==> src/rtl/instr_prefetch_queue.sv <==
// Prefetch queue ahead of IF: streams words from instruction memory into a small FIFO under a
// credit that counts the in-flight read. Define PFQ_STATS_EN to add stat_fetch/stat_flush counters.
module instr_prefetch_queue #(
  parameter int                DEPTH    = 4,
  parameter int                ADDR_W   = 10,
  parameter logic [ADDR_W-1:0] RESET_PC = '0
) (
  input  logic                   clk1,
  input  logic                   rst,
  output logic                   imem_req,
  output logic [ADDR_W-1:0]      imem_addr,
  input  logic [31:0]            imem_rdata,
  input  logic                   redirect,
  input  logic [ADDR_W-1:0]      redirect_pc,
  input  logic                   halt,
  output logic                   out_valid,
  output logic [31:0]            out_ir,
  output logic [31:0]            out_npc,
  input  logic                   out_ready,
  output logic [$clog2(DEPTH):0] occupancy
`ifdef PFQ_STATS_EN
  ,
  output logic [31:0]            stat_fetch,
  output logic [15:0]            stat_flush
`endif
);

  localparam int PTR_W = $clog2(DEPTH);
  localparam int CNT_W = PTR_W + 1;

  logic [ADDR_W-1:0] fetch_pc_q, fetch_pc_d;
  logic              inflight_q, inflight_d;
  logic [ADDR_W-1:0] inflight_pc_q;
  logic [PTR_W-1:0]  rd_ptr_q, rd_ptr_d;
  logic [PTR_W-1:0]  wr_ptr_q, wr_ptr_d;
  logic [CNT_W-1:0]  count_q, count_d;
  logic [31:0]       ir_mem_q [DEPTH];
  logic [ADDR_W-1:0] pc_mem_q [DEPTH];

  logic              credit_ok;
  logic              issue;
  logic              push;
  logic              pop;
  logic              head_vld;
  logic [ADDR_W-1:0] head_npc;

  // The outstanding read already owns a slot, so a request is only made when its data is sure to fit.
  assign credit_ok = (count_q + CNT_W'(inflight_q)) < CNT_W'(DEPTH);
  assign issue     = !rst && !halt && !redirect && credit_ok;
  assign push      = inflight_q && !redirect;
  assign head_vld  = !rst && (count_q != '0);
  assign pop       = out_valid && out_ready;

  assign imem_req  = issue;
  assign imem_addr = rst ? RESET_PC : fetch_pc_q;
  assign out_valid = head_vld && !redirect;
  assign head_npc  = pc_mem_q[rd_ptr_q] + ADDR_W'(1);
  assign out_ir    = head_vld ? ir_mem_q[rd_ptr_q] : '0;
  assign out_npc   = head_vld ? 32'(head_npc) : '0;
  assign occupancy = rst ? '0 : count_q;

  always_comb begin
    fetch_pc_d = fetch_pc_q;
    inflight_d = issue;
    rd_ptr_d   = rd_ptr_q;
    wr_ptr_d   = wr_ptr_q;
    count_d    = count_q;
    if (issue) begin
      fetch_pc_d = fetch_pc_q + ADDR_W'(1);
    end
    if (redirect) begin
      fetch_pc_d = redirect_pc;
      rd_ptr_d   = '0;
      wr_ptr_d   = '0;
      count_d    = '0;
    end else begin
      if (push) begin
        wr_ptr_d = wr_ptr_q + PTR_W'(1);
      end
      if (pop) begin
        rd_ptr_d = rd_ptr_q + PTR_W'(1);
      end
      count_d = count_q + CNT_W'(push) - CNT_W'(pop);
    end
  end

  always_ff @(posedge clk1) begin
    if (rst) begin
      fetch_pc_q <= RESET_PC;
      inflight_q <= 1'b0;
      rd_ptr_q   <= '0;
      wr_ptr_q   <= '0;
      count_q    <= '0;
    end else begin
      fetch_pc_q <= fetch_pc_d;
      inflight_q <= inflight_d;
      rd_ptr_q   <= rd_ptr_d;
      wr_ptr_q   <= wr_ptr_d;
      count_q    <= count_d;
    end
  end

  // Payload storage carries no reset; validity is tracked entirely by count and inflight.
  always_ff @(posedge clk1) begin
    if (issue) begin
      inflight_pc_q <= fetch_pc_q;
    end
    if (push) begin
      ir_mem_q[wr_ptr_q] <= imem_rdata;
      pc_mem_q[wr_ptr_q] <= inflight_pc_q;
    end
  end

`ifdef PFQ_STATS_EN
  logic [31:0] stat_fetch_q;
  logic [15:0] stat_flush_q;

  always_ff @(posedge clk1) begin
    if (rst) begin
      stat_fetch_q <= '0;
      stat_flush_q <= '0;
    end else begin
      if (push) begin
        stat_fetch_q <= stat_fetch_q + 32'd1;
      end
      if (redirect && (stat_flush_q != 16'hFFFF)) begin
        stat_flush_q <= stat_flush_q + 16'd1;
      end
    end
  end

  assign stat_fetch = stat_fetch_q;
  assign stat_flush = stat_flush_q;
`endif

endmodule
==> config.mk <==
export PLATFORM = sky130hd
export DESIGN_NAME = instr_prefetch_queue
export DESIGN_NICKNAME = d
export VERILOG_FILES = /design/src/rtl/instr_prefetch_queue.sv
export SDC_FILE = /design/constraint.sdc
export NUM_CORES = 1
export LEC_CHECK = 0
export ABC_AREA = 1
export CAP_MARGIN = 15
export CORE_MARGIN = 5
export CORE_UTILIZATION = 58
export DETAILED_ROUTE_END_ITERATION = 8
export GPL_TIMING_DRIVEN = 0
export PLACE_DENSITY = 0.94
export RECOVER_POWER = 25
export SLEW_MARGIN = 10
export SYNTH_ARGS = -nofsm -noshare
export SYNTH_HDL_FRONTEND = slang
export SYNTH_SLANG_ARGS = --single-unit
export TNS_END_PERCENT = 10
==> constraint.sdc <==
create_clock -name clk1 -period 10.52 [get_ports clk1]
set_clock_uncertainty 0.15 [all_clocks]
set_input_delay 2.63 -clock clk1 [delete_from_list [all_inputs] [get_ports clk1]]
set_output_delay 2.63 -clock clk1 [all_outputs]
set_load 0.01 [all_outputs]
* After elaboration in Yosys (flattened, before gate mapping)
Memories as Yosys holds them, arrays and structs flattened. A register that Yosys moved wholly into a read port is not among the register bits.
Cells that the tools add are included.
** Storage, ports and cells
- RAM bits :: 168
- Register bits after elaboration :: 28
- Output and inout bits :: 79
- Input bits :: 47
- Memories kept :: 2
- Logic and storage cells :: 41
** Memories
- ir_mem_q :: words 4, bits a word 32, rd ports 1, clocked after Yosys merged registers in 1, wr ports 1, line 37 : logic [31:0] ir_mem_q [DEPTH];
- pc_mem_q :: words 4, bits a word 10, rd ports 1, clocked after Yosys merged registers in 1, wr ports 1, line 38 : logic [ADDR_W-1:0] pc_mem_q [DEPTH];
** Operators by class
- Magnitude comparators :: 1
- Muxes and demuxes :: 12
- Reduce and logical (&&, ||, !) cells :: 13
- Add/sub/neg operators :: 7
** Operators by type and width (count)
- 10-bit 2-to-1 mux :: 4
- 32-bit 2-to-1 mux :: 1
- 10-bit by 1-bit adder with 10-bit output, second input constant :: 2
- 2-bit 2-to-1 mux :: 4
- 1-bit logical AND :: 7
- 3-bit by 1-bit adder with 3-bit output :: 2
- 2-bit by 1-bit adder with 2-bit output, second input constant :: 2
- 1-bit logical NOT :: 3
- 3-bit < comparator, second input constant :: 1
- 3-bit 2-to-1 mux :: 1
- 3-bit nonzero test :: 1
- 3-bit by 1-bit subtractor with 3-bit output :: 1
- 1-bit 2-to-1 mux :: 2
- 2-bit nonzero test :: 1
- 2-bit OR reduction :: 1

* Logic depth before layout (Yosys ltp)
Gate-level depths: netlist of run 1.
- Depth after elaboration :: 6
- Gate-level depth with buffers :: 14
- Gate-level depth less buffers :: 13

* Worst setup path before layout of run 1
Ideal clock, no wire load.
- Path type :: input to output
- Start point :: in rst
- End point :: out out_ir[14]
- Data arrival time :: 3.492 ns
- Path slack :: 4.248 ns
- Cell stages on the path :: 6
- Data required time :: 7.740 ns
- Path buffers :: 3
- Path through :: buf_6 -> clkinv_2 -> nand2_1 -> buf_2 -> clkbuf_1 -> a21oi_1
** Between the ends
- Word-level cells in the longest chain between the ends :: 3
** RTL lines
- from (decl) :: line 9 : input logic rst,
- 1-bit logical NOT :: line 51 : assign head_vld = !rst && (count_q != '0);
- 1-bit logical AND :: line 51
- 32-bit 2-to-1 mux :: line 58 : assign out_ir = head_vld ? ir_mem_q[rd_ptr_q] : '0;
- to (decl) :: line 17 : output logic [31:0] out_ir,
Every way passes these cells.

* Final worst setup path of run 1
- Start point :: in redirect
- End point :: out imem_req
** Between the ends
- Word-level cells in the longest chain between the ends :: 3
** RTL lines
- from (decl) :: line 13 : input logic redirect,
- 1-bit logical NOT :: line 49 : assign issue = !rst && !halt && !redirect && credit_ok;
- 1-bit logical AND (2 in a row) :: line 49
- to (decl) :: line 10 : output logic imem_req,
Every way passes these cells.

==> reports/results.ini, run 1 <==
[min_path]
hold_start=fetch_pc_q[9]
holdCritPathClass=reg2reg

[clock_network]
htree_levels=4
cts_buffers=17
post_cts_buffers=0
cts_sinks=198
post_cts_resize_count=0
cts_hold_buf=0
clk_latency_ns=0.43
cts_tree=done
clkTransAtPathRegs_ns=0.06
clk_path_buf_depth=2
root_buffer=clkbuf_16

[die]
rows=44
die-height_um=130
die_area_mm2=0.0170
io_pins=126
start_util=0.584
core_mm2=0.0144
die_w_um=130

[synth]
yosysMostFrequentCell=edfxtp_1
synth_top_area_share=0.637
synth_flop_cell=edfxtp_1
synth-edff-count=178
synth.distinct_cells=37
synth_seq_cells=198
netlist_instances=759
synth_largest_area_cell=edfxtp_1
ys_seq_area_frac=0.685
synth_area_mm2=0.00839
synth_area_leaders=edfxtp_1, nor2_1, dfxtp_1, o21ai_0, nand2_1
ys_warn_count=0
async_flop_share=0
synth_area_per_cell_um2=11.1
synth_commonest_cells=edfxtp_1, nor2_1, nand2_1, o21ai_0, inv_1

[layout]
area_delta_synth_final_pct=24.9
fin_nets=961
diodes=0
utilization=0.729
fin_cells=1102
layout-drive-gt1-share=0.101

[sta]
tns_ns=0
fmax_mhz=134
slew_headroom=0.489
max_slew.worst_pin.slew_ns=0.764
fin_crit_ns=7.45
timing.final.crit_share=0.709
rsz0062_at_grt=no
finalHoldViolations=0
maxSlewViolCount=0
finalSetupViolCount=0

[worst_setup_path]
timing.rr.start=count_q[1]
critPathCaptureType=output pin
start_kind=input pin
path_max_fanout=16
regToRegSetupSlack_ns=8.05
worstSetupStartpoint=redirect
crit_arrival_ns=4.67
criticalPathCategory=in2out
required_ns=7.74

[global_routing]
grt_antenna_before_repair=0
grt_pass1_wl_um=29000
gr-usage-all-layers=0.226
grt-ovfl-total=0
grt_pass1_vias=5987
grt_max_degree=27

[place]
detailed_place_hpwl_um=12200
gp_congestion=0.883
io_buffers=102
placed_cells=1070

[power]
power_density_mw_per_mm2=155
p_total_mw=1.62
leakage_nw=3.91
vdd_drop_max_v=0.000124

[route]
dr.pass1.iters=5
wl_um=18700
drt_iter0_drc=578
ant_nets=0
avgViaCountPerCell=5.35
wl_per_cell_um=16.9
drcViolationCount=0
vias=5901

[run_status]
outcome=finished clean

[job]
maxCapViolations=0

-- kinds of logic (layout without fill, tap and decap cells) --
| logic type | count (synthesis) | in the layout | share of synthesized area |
|---|---|---|---|
| compound gates | 134 | 134 | 0.0834 |
| xor+xnor | 5 | 5 | 0.00522 |
| fa+ha+maj | 9 | 9 | 0.0143 |
| buf+inv | 111 | 249 | 0.0667 |
| flops | 198 | 198 | 0.685 |
| other cells | 1 | 22 | 0.000447 |
| simple gates | 301 | 301 | 0.145 |
-- state kept, by name, summed over array words and instances (netlist names), named ones only --
name           cells
inflight_q         1
rd_ptr_q           2
pc_mem_q          40
fetch_pc_q        10
count_q            3
inflight_pc_q     10
ir_mem_q         128
wr_ptr_q           2
-- critical path: stages --
cell and delay, ns:
clkdlybuf4s50_1 0.47, inv_1 0.17, nand2_2 0.13, nor2_1 0.14
nand3_2 0.19, inv_2 0.33, clkdlybuf4s50_1 0.61
-- report_power, final --
| group | switching (mW) | total, mW | internal (mW) |
|---|---|---|---|
| sequential | 0.00547 | 0.868 | 0.863 |
| combinational | 0.0345 | 0.0665 | 0.0321 |
| clock | 0.270 | 0.689 | 0.420 |
| total | 0.309 | 1.62 | 1.31 |
-- path summary, 6_finish.rpt --
path | to | depth (start not counted)
max | imem_req | 7
min | inflight_pc_q[9] | 0
max reg2reg | count_q[2] | 13
min reg2reg | inflight_pc_q[9] | 0
-- metal layers --
| layer | routed length (um) | up-vias | global-route usage | part of all wire |
|---|---|---|---|---|
| met4 | 384 | 0 | 0.0819 | 0.021 |
| li1 | - | 2823 | - | - |
| met5 | 0 | - | 0 | 0 |
| met3 | 1260 | 37 | 0.0503 | 0.068 |
| met1 | 7380 | 2762 | 0.271 | 0.40 |
| met2 | 9630 | 279 | 0.400 | 0.52 |
-- final cells by class --
type,count,area [um^2]
clock buffers,18,429
repair buffers,106,1120
clock inverters,14,206
plain buffers,55,348
flip-flops and latches,198,5750
well taps,184,230
inverters,56,211
fillers,923,3890
multi-input cells,471,2190
-- cell usage in the layout (no fill, tap or decap), types with 5 or more instances in the layout --
| master | instances |
|---|---|
| dfxtp_1 | 20 |
| nor2_4 | 5 |
| clkbuf_1 | 10 |
| o21ai_1 | 7 |
| ha_1 | 8 |
| conb_1 | 22 |
| nand3_1 | 17 |
| buf_1 | 6 |
| nor2_1 | 170 |
| inv_1 | 50 |
| clkbuf_16 | 17 |
| nand2_1 | 93 |
| buf_2 | 11 |
| edfxtp_1 | 178 |
| o21ai_0 | 72 |
| clkdlybuf4s50_1 | 87 |
| inv_2 | 5 |
| a21oi_1 | 44 |
| buf_4 | 25 |
| dlygate4sd3_1 | 15 |
| bufinv_16 | 5 |
-- stage by stage --
stage / worst slack, ns / instance area, um^2 / hold slack (ns)
6_report: 3.07 / 10500 / 0.285
5_1_grt: 2.97 / 10500 / 0.308
4_1_cts: 3.09 / 10500 / 0.286
3_5_place_dp: 3.11 / 9840 / 0.270
3_3_place_gp: 3.12 / 9720 / 0.263
2_1_floorplan: 4.25 / 8470 / 0.258
(Power assumes the default switching activity.)
==> run 2, diff against run 1 <==
CORE_UTILIZATION = 54   (was 58)
PLACE_DENSITY = 0.89   (was 0.94)
clock period = 7.5 ns   (was 10.52 ns; I/O delays follow)
==> reports/results.ini, run 2 (synthesized netlist as in run 1, its figures left out) <==
[die]
io_pins=126  ; unchanged
start_util=0.552  ; -0.0320
core_mm2=0.0152  ; +5.8%
rows=45  ; +2.3%
die_area_mm2=0.0181  ; +6.8%
die-height_um=135  ; +3.4%
die_w_um=135  ; +3.4%

[worst_setup_path]
ff2ff_path_depth=13  ; unchanged
path_cells=clkdlybuf4s50_1, inv_1, nand2_2, nor2_1, nand3_2, inv_2, clkdlybuf4s50_1
start_kind=input pin
timing.rr.start=count_q[1]
critPathCaptureType=output pin
cp_num_buf_inv=4  ; unchanged
slowest_stage=clkdlybuf4s50_1
worst_path_largest_cell_delay_ns=0.61  ; about the same
crit_arrival_ns=3.87  ; -0.80 ns
required_ns=5.48  ; -2.26 ns
reg2reg_to=count_q[2]
regToRegSetupSlack_ns=5.11  ; -2.94 ns
path_max_fanout=16  ; unchanged
cp_common_cell=clkdlybuf4s50_1
cpLargestDelayFamily=buffers and inverters
criticalPathCategory=in2out

[global_routing]
grt-ovfl-total=0  ; unchanged
grt_pass1_wl_um=28900  ; -0.26%
grt_max_degree=27  ; unchanged
grt_antenna_before_repair=4  ; +4
grt_pass1_vias=5746  ; -4.0%
gr-usage-all-layers=0.209  ; -0.0172

[clock_network]
clkTransAtPathRegs_ns=0.07  ; about the same
post_cts_buffers=0  ; unchanged
cts_sinks=198  ; unchanged
cts_tree=done
clk_path_buf_depth=2  ; unchanged
post_cts_resize_count=0  ; unchanged
cts_buffers=17  ; unchanged
cts_hold_buf=0  ; unchanged
root_buffer=clkbuf_16
htree_levels=4  ; unchanged
clk_latency_ns=0.43  ; about the same

[layout]
final_common_cell=edfxtp_1
top_register=ir_mem_q
final_area_mm2=0.0104  ; -0.42%
layout_common_cells=edfxtp_1, nor2_1, nand2_1, clkdlybuf4s50_1, o21ai_0
top_regs=ir_mem_q: 128 flops, pc_mem_q: 40 flops
largest_register_ffs=128  ; unchanged
area_delta_synth_final_pct=24.4
layout-drive-gt1-share=0.106  ; +0.00424
utilization=0.686  ; -0.0429
fin_nets=962  ; +0.10%

[power]
comb_power_share=0.043  ; +0.002
leakage_nw=3.88  ; -0.64%
p_int_mw=1.70  ; +29%
clkPwrFrac=0.394  ; -0.030
power_density_mw_per_mm2=207  ; +34%
switchingPower_mw=0.470  ; +52%
vdd_drop_max_v=0.000161  ; +30%
p_sw_frac=0.217  ; +0.0264
p_seq_frac=0.562  ; +0.027

[sta]
finalSetupViolCount=0  ; unchanged
slew_headroom=0.521  ; +0.0310
finalHoldViolations=0  ; unchanged
max_slew.worst_pin.slew_ns=0.718  ; -0.0464 ns
maxSlewViolCount=0  ; unchanged
tns_ns=0  ; unchanged
timing.final.crit_share=0.787
fin_crit_ns=5.90
fmax_mhz=170
rsz0062_at_grt=no

[route]
drt_iter0_drc=461  ; -20%
drcViolationCount=0  ; unchanged
wl_per_cell_um=16.6  ; -1.8%
dr.pass1.iters=5  ; unchanged
vias=5901  ; unchanged
wl_um=18400  ; -1.2%
avgViaCountPerCell=5.32  ; -0.63%
ant_nets=0  ; unchanged

[place]
io_buffers=102  ; unchanged
gp_congestion=0.844  ; -4.4%
placed_cell_area_mm2=0.00987  ; +0.25%
detailed_place_hpwl_um=12200  ; +0.15%

[min_path]
hold_start=fetch_pc_q[9]
holdCritPathClass=reg2reg
whs_endpoint=inflight_pc_q[9]
whs_path_depth=0  ; unchanged

[job]
maxCapViolations=0  ; unchanged

[run_status]
outcome=finished clean

==> run 2: cell count changes in the layout (fill, tap and decap cells not counted) <==
cell,previous run,this run
buf_12,2,3
bufinv_16,5,0
clkbuf_1,10,9
clkinv_1,3,1
clkinv_2,2,1
clkinvlp_4,3,4
diode_2,0,2
inv_6,1,3
inv_8,0,6
==> run 2: power groups by stage <==
stage          sequential [mW]  clock [mW]  combinational [mW]
2_1_floorplan             1.24           0              0.0444
3_3_place_gp              1.24           0              0.0881
3_5_place_dp              1.24           0              0.0928
4_1_cts                   1.22       0.863              0.0939
5_1_grt                   1.22       0.918               0.102
6_report                  1.22       0.854              0.0935
==> run 2: per-layer routing <==
metal  part of all wire  global-route usage  wire length [um]
met5             0.0012                   0                23
met4              0.016              0.0628               292
met3              0.084              0.0674              1540
met2               0.49               0.354              9080
met1               0.41               0.256              7490
==> run 2: worst max path at each step <==
stage / from / endpoint / depth (start not counted) / slack, ns
2_1_floorplan: rst / out_ir[14] / 6 / 2.74
3_3_place_gp: redirect / ir_mem_q[1][8] / 4 / 1.32
3_5_place_dp: redirect / imem_req / 7 / 1.60
4_1_cts: redirect / imem_req / 7 / 1.60
5_1_grt: redirect / imem_req / 7 / 1.49
6_report: redirect / imem_req / 7 / 1.60
==> run 2: metrics by stage <==
stage | total power, mW | std cells | worst slack (ns) | hold slack, ns
finish | 2.16 | 1109 | 1.60 | 0.301
global route | 2.24 | 1108 | 1.49 | 0.323
CTS | 2.17 | 1107 | 1.60 | 0.311
detailed placement | 1.33 | 1075 | 1.60 | 0.299
global placement | 1.33 | 1070 | 1.32 | 0.276
floorplan | 1.28 | 780 | 2.74 | 0.258
==> run 2: area by class of cell <==
| cell class | count | area, um^2 |
|---|---|---|
| Inverter | 56 | 211 |
| Timing Repair Buffer | 107 | 1140 |
| Tap cell | 188 | 235 |
| Clock inverter | 15 | 136 |
| Sequential cell | 198 | 5750 |
| Antenna cell | 2 | 5.00 |
| Buffer | 55 | 348 |
| Multi-Input combinational cell | 471 | 2190 |
| Fill cell | 1032 | 4770 |
| Clock buffer | 17 | 425 |
==> run 3, diff against run 2 <==
CORE_UTILIZATION = 49   (was 54)
PLACE_DENSITY = 0.85   (was 0.89)
clock period = 4.9 ns   (was 7.5 ns; I/O delays follow)
==> reports/results.ini, run 3 (synthesized netlist as in run 1, its figures left out) <==
[layout]
seq_area_mm2=0.00575  ; unchanged
top_register=ir_mem_q
final_common_cell=edfxtp_1
multiInputGateArea_mm2=0.00219  ; unchanged
layout_common_cells=edfxtp_1, nor2_1, nand2_1, clkdlybuf4s50_1, o21ai_0
fin_nets=961  ; -0.10%
area_delta_synth_final_pct=24.4  ; about the same
layout-drive-gt1-share=0.101  ; -0.00424
final_area_mm2=0.0104  ; about the same
largest_register_ffs=128  ; unchanged
fillCellCount=1287  ; +25%
top_regs=ir_mem_q: 128 flops, pc_mem_q: 40 flops

[worst_setup_path]
cp_num_buf_inv=4  ; unchanged
start_kind=input pin
critPathCaptureType=output pin
cp_common_cell=clkdlybuf4s50_1
ff2ff_path_depth=13  ; unchanged
crit_arrival_ns=3.22  ; -0.65 ns
timing.rr.start=count_q[1]
cpLargestDelayFamily=buffers and inverters
worst_path_largest_cell_delay_ns=0.61  ; about the same
criticalPathCategory=in2out
path_max_fanout=16  ; unchanged
reg2reg_to=count_q[2]
regToRegSetupSlack_ns=2.51  ; -2.60 ns
path_cells=clkdlybuf4s50_1, inv_1, nand2_2, nor2_1, nand3_2, inv_2, clkdlybuf4s50_1
slowest_stage=clkdlybuf4s50_1
required_ns=3.52  ; -1.96 ns

[global_routing]
grt_antenna_before_repair=1  ; -3
grt-ovfl-total=0  ; unchanged
grt_max_degree=26  ; -3.7%
grt_pass1_wl_um=27200  ; -6.1%
gr-usage-all-layers=0.176  ; -0.0321
grt_pass1_vias=5518  ; -4.0%

[job]
maxCapViolations=0  ; unchanged

[route]
dr.pass1.iters=5  ; unchanged
vias=5773  ; -2.2%
wl_per_cell_um=15.4  ; -7.5%
wl_um=17500  ; -4.9%
avgViaCountPerCell=5.06  ; -4.8%
drcViolationCount=0  ; unchanged
ant_nets=0  ; unchanged
drt_iter0_drc=483  ; +4.8%

[place]
placed_cell_area_mm2=0.00989  ; +0.20%
detailed_place_hpwl_um=11600  ; -4.8%
io_buffers=102  ; unchanged
gp_congestion=0.810  ; -4.1%

[sta]
tns_ns=0  ; unchanged
timing.final.crit_share=0.938
fmax_mhz=217
rsz0062_at_grt=no
timing.hold.ws_ns=0.281  ; -0.0206 ns
slew_headroom=0.439  ; -0.0818
maxSlewViolCount=0  ; unchanged
fin_crit_ns=4.60
max_slew.worst_pin.slew_ns=0.840  ; +0.122 ns
finalHoldViolations=0  ; unchanged
finalSetupViolCount=0  ; unchanged

[clock_network]
clk_latency_ns=0.42  ; about the same
cts_buffers=17  ; unchanged
cts_hold_buf=0  ; unchanged
root_buffer=clkbuf_16
cts_sinks=198  ; unchanged
htree_levels=4  ; unchanged
clkTransAtPathRegs_ns=0.06  ; about the same
post_cts_buffers=0  ; unchanged
cts_tree=done
clk_path_buf_depth=2  ; unchanged
post_cts_resize_count=0  ; unchanged

[die]
rows=47  ; +4.4%
start_util=0.502  ; -0.0495
io_pins=126  ; unchanged
die_w_um=141  ; +4.6%
die-height_um=141  ; +4.6%
die_area_mm2=0.0198  ; +9.4%
core_mm2=0.0167  ; +9.9%

[run_status]
outcome=finished clean

[min_path]
whs_endpoint=inflight_pc_q[9]
hold_start=fetch_pc_q[9]
holdCritPathClass=reg2reg
whs_path_depth=0  ; unchanged

[power]
leakage_nw=3.88  ; about the same
power_density_mw_per_mm2=314  ; +51%
vdd_drop_max_v=0.000328  ; +100%

[run 3: worst max path at each step]
stage / startpoint / end / slack, ns / depth (start not counted)
CTS: redirect / imem_req / 0.31 / 7
global placement: redirect / ir_mem_q[2][30] / -0.60 / 4
floorplan: redirect / ir_mem_q[0][0] / 1.13 / 3
global route: redirect / imem_req / 0.18 / 7
finish: redirect / imem_req / 0.30 / 7
detailed placement: redirect / imem_req / 0.31 / 7
[run 3: layout make-up]
type / count / share of cell area
Multi-Input combinational cell: 471 / 0.210
Timing Repair Buffer: 106 / 0.107
Buffer: 55 / 0.0333
Clock buffer: 23 / 0.0459
Clock inverter: 9 / 0.00611
Tap cell: 220 / 0.0264
Inverter: 56 / 0.0203
Sequential cell: 198 / 0.551
Antenna cell: 2 / 0.000480
[run 3: metal layers]
metal / part of all wire / vias to the layer above / global-route usage
li1: - / 2829 / -
met1: 0.41 / 2682 / 0.224
met2: 0.50 / 232 / 0.299
met3: 0.074 / 30 / 0.0362
met4: 0.018 / 0 / 0.0694
met5: 0 / - / 0
[run 3: power breakdown]
part / total, mW / internal [mW] / switching, mW / leakage (nW)
sequential: 1.86 / 1.85 / 0.0105 / 1.77
clock: 1.27 / 0.698 / 0.572 / 0.273
combinational: 0.140 / 0.0687 / 0.0708 / 1.84
total: 3.27 / 2.62 / 0.654 / 3.88
[run 3: stage by stage]
stage                      util  worst slack (ns)  cells  total power [mW]
final                     0.625             0.301   1140              3.27
after global routing      0.625             0.182   1139              3.39
after CTS                 0.625             0.305   1138              3.29
after detailed placement  0.592             0.312   1106              2.04
after global placement    0.585            -0.604   1102              2.03
after floorplan               -              1.13    780              1.97
[run 3: worst register-to-register path, stage by stage (launching register included)]
cell	delay (ns)
dfxtp_1	0.42
inv_1	0.11
nand3_1	0.09
nand2_1	0.13
nor2_1	0.15
nand2_1	0.10
inv_1	0.08
ha_1	0.22
inv_1	0.06
ha_1	0.13
inv_1	0.04
fa_1	0.38
a21o_1	0.16
a21oi_1	0.10
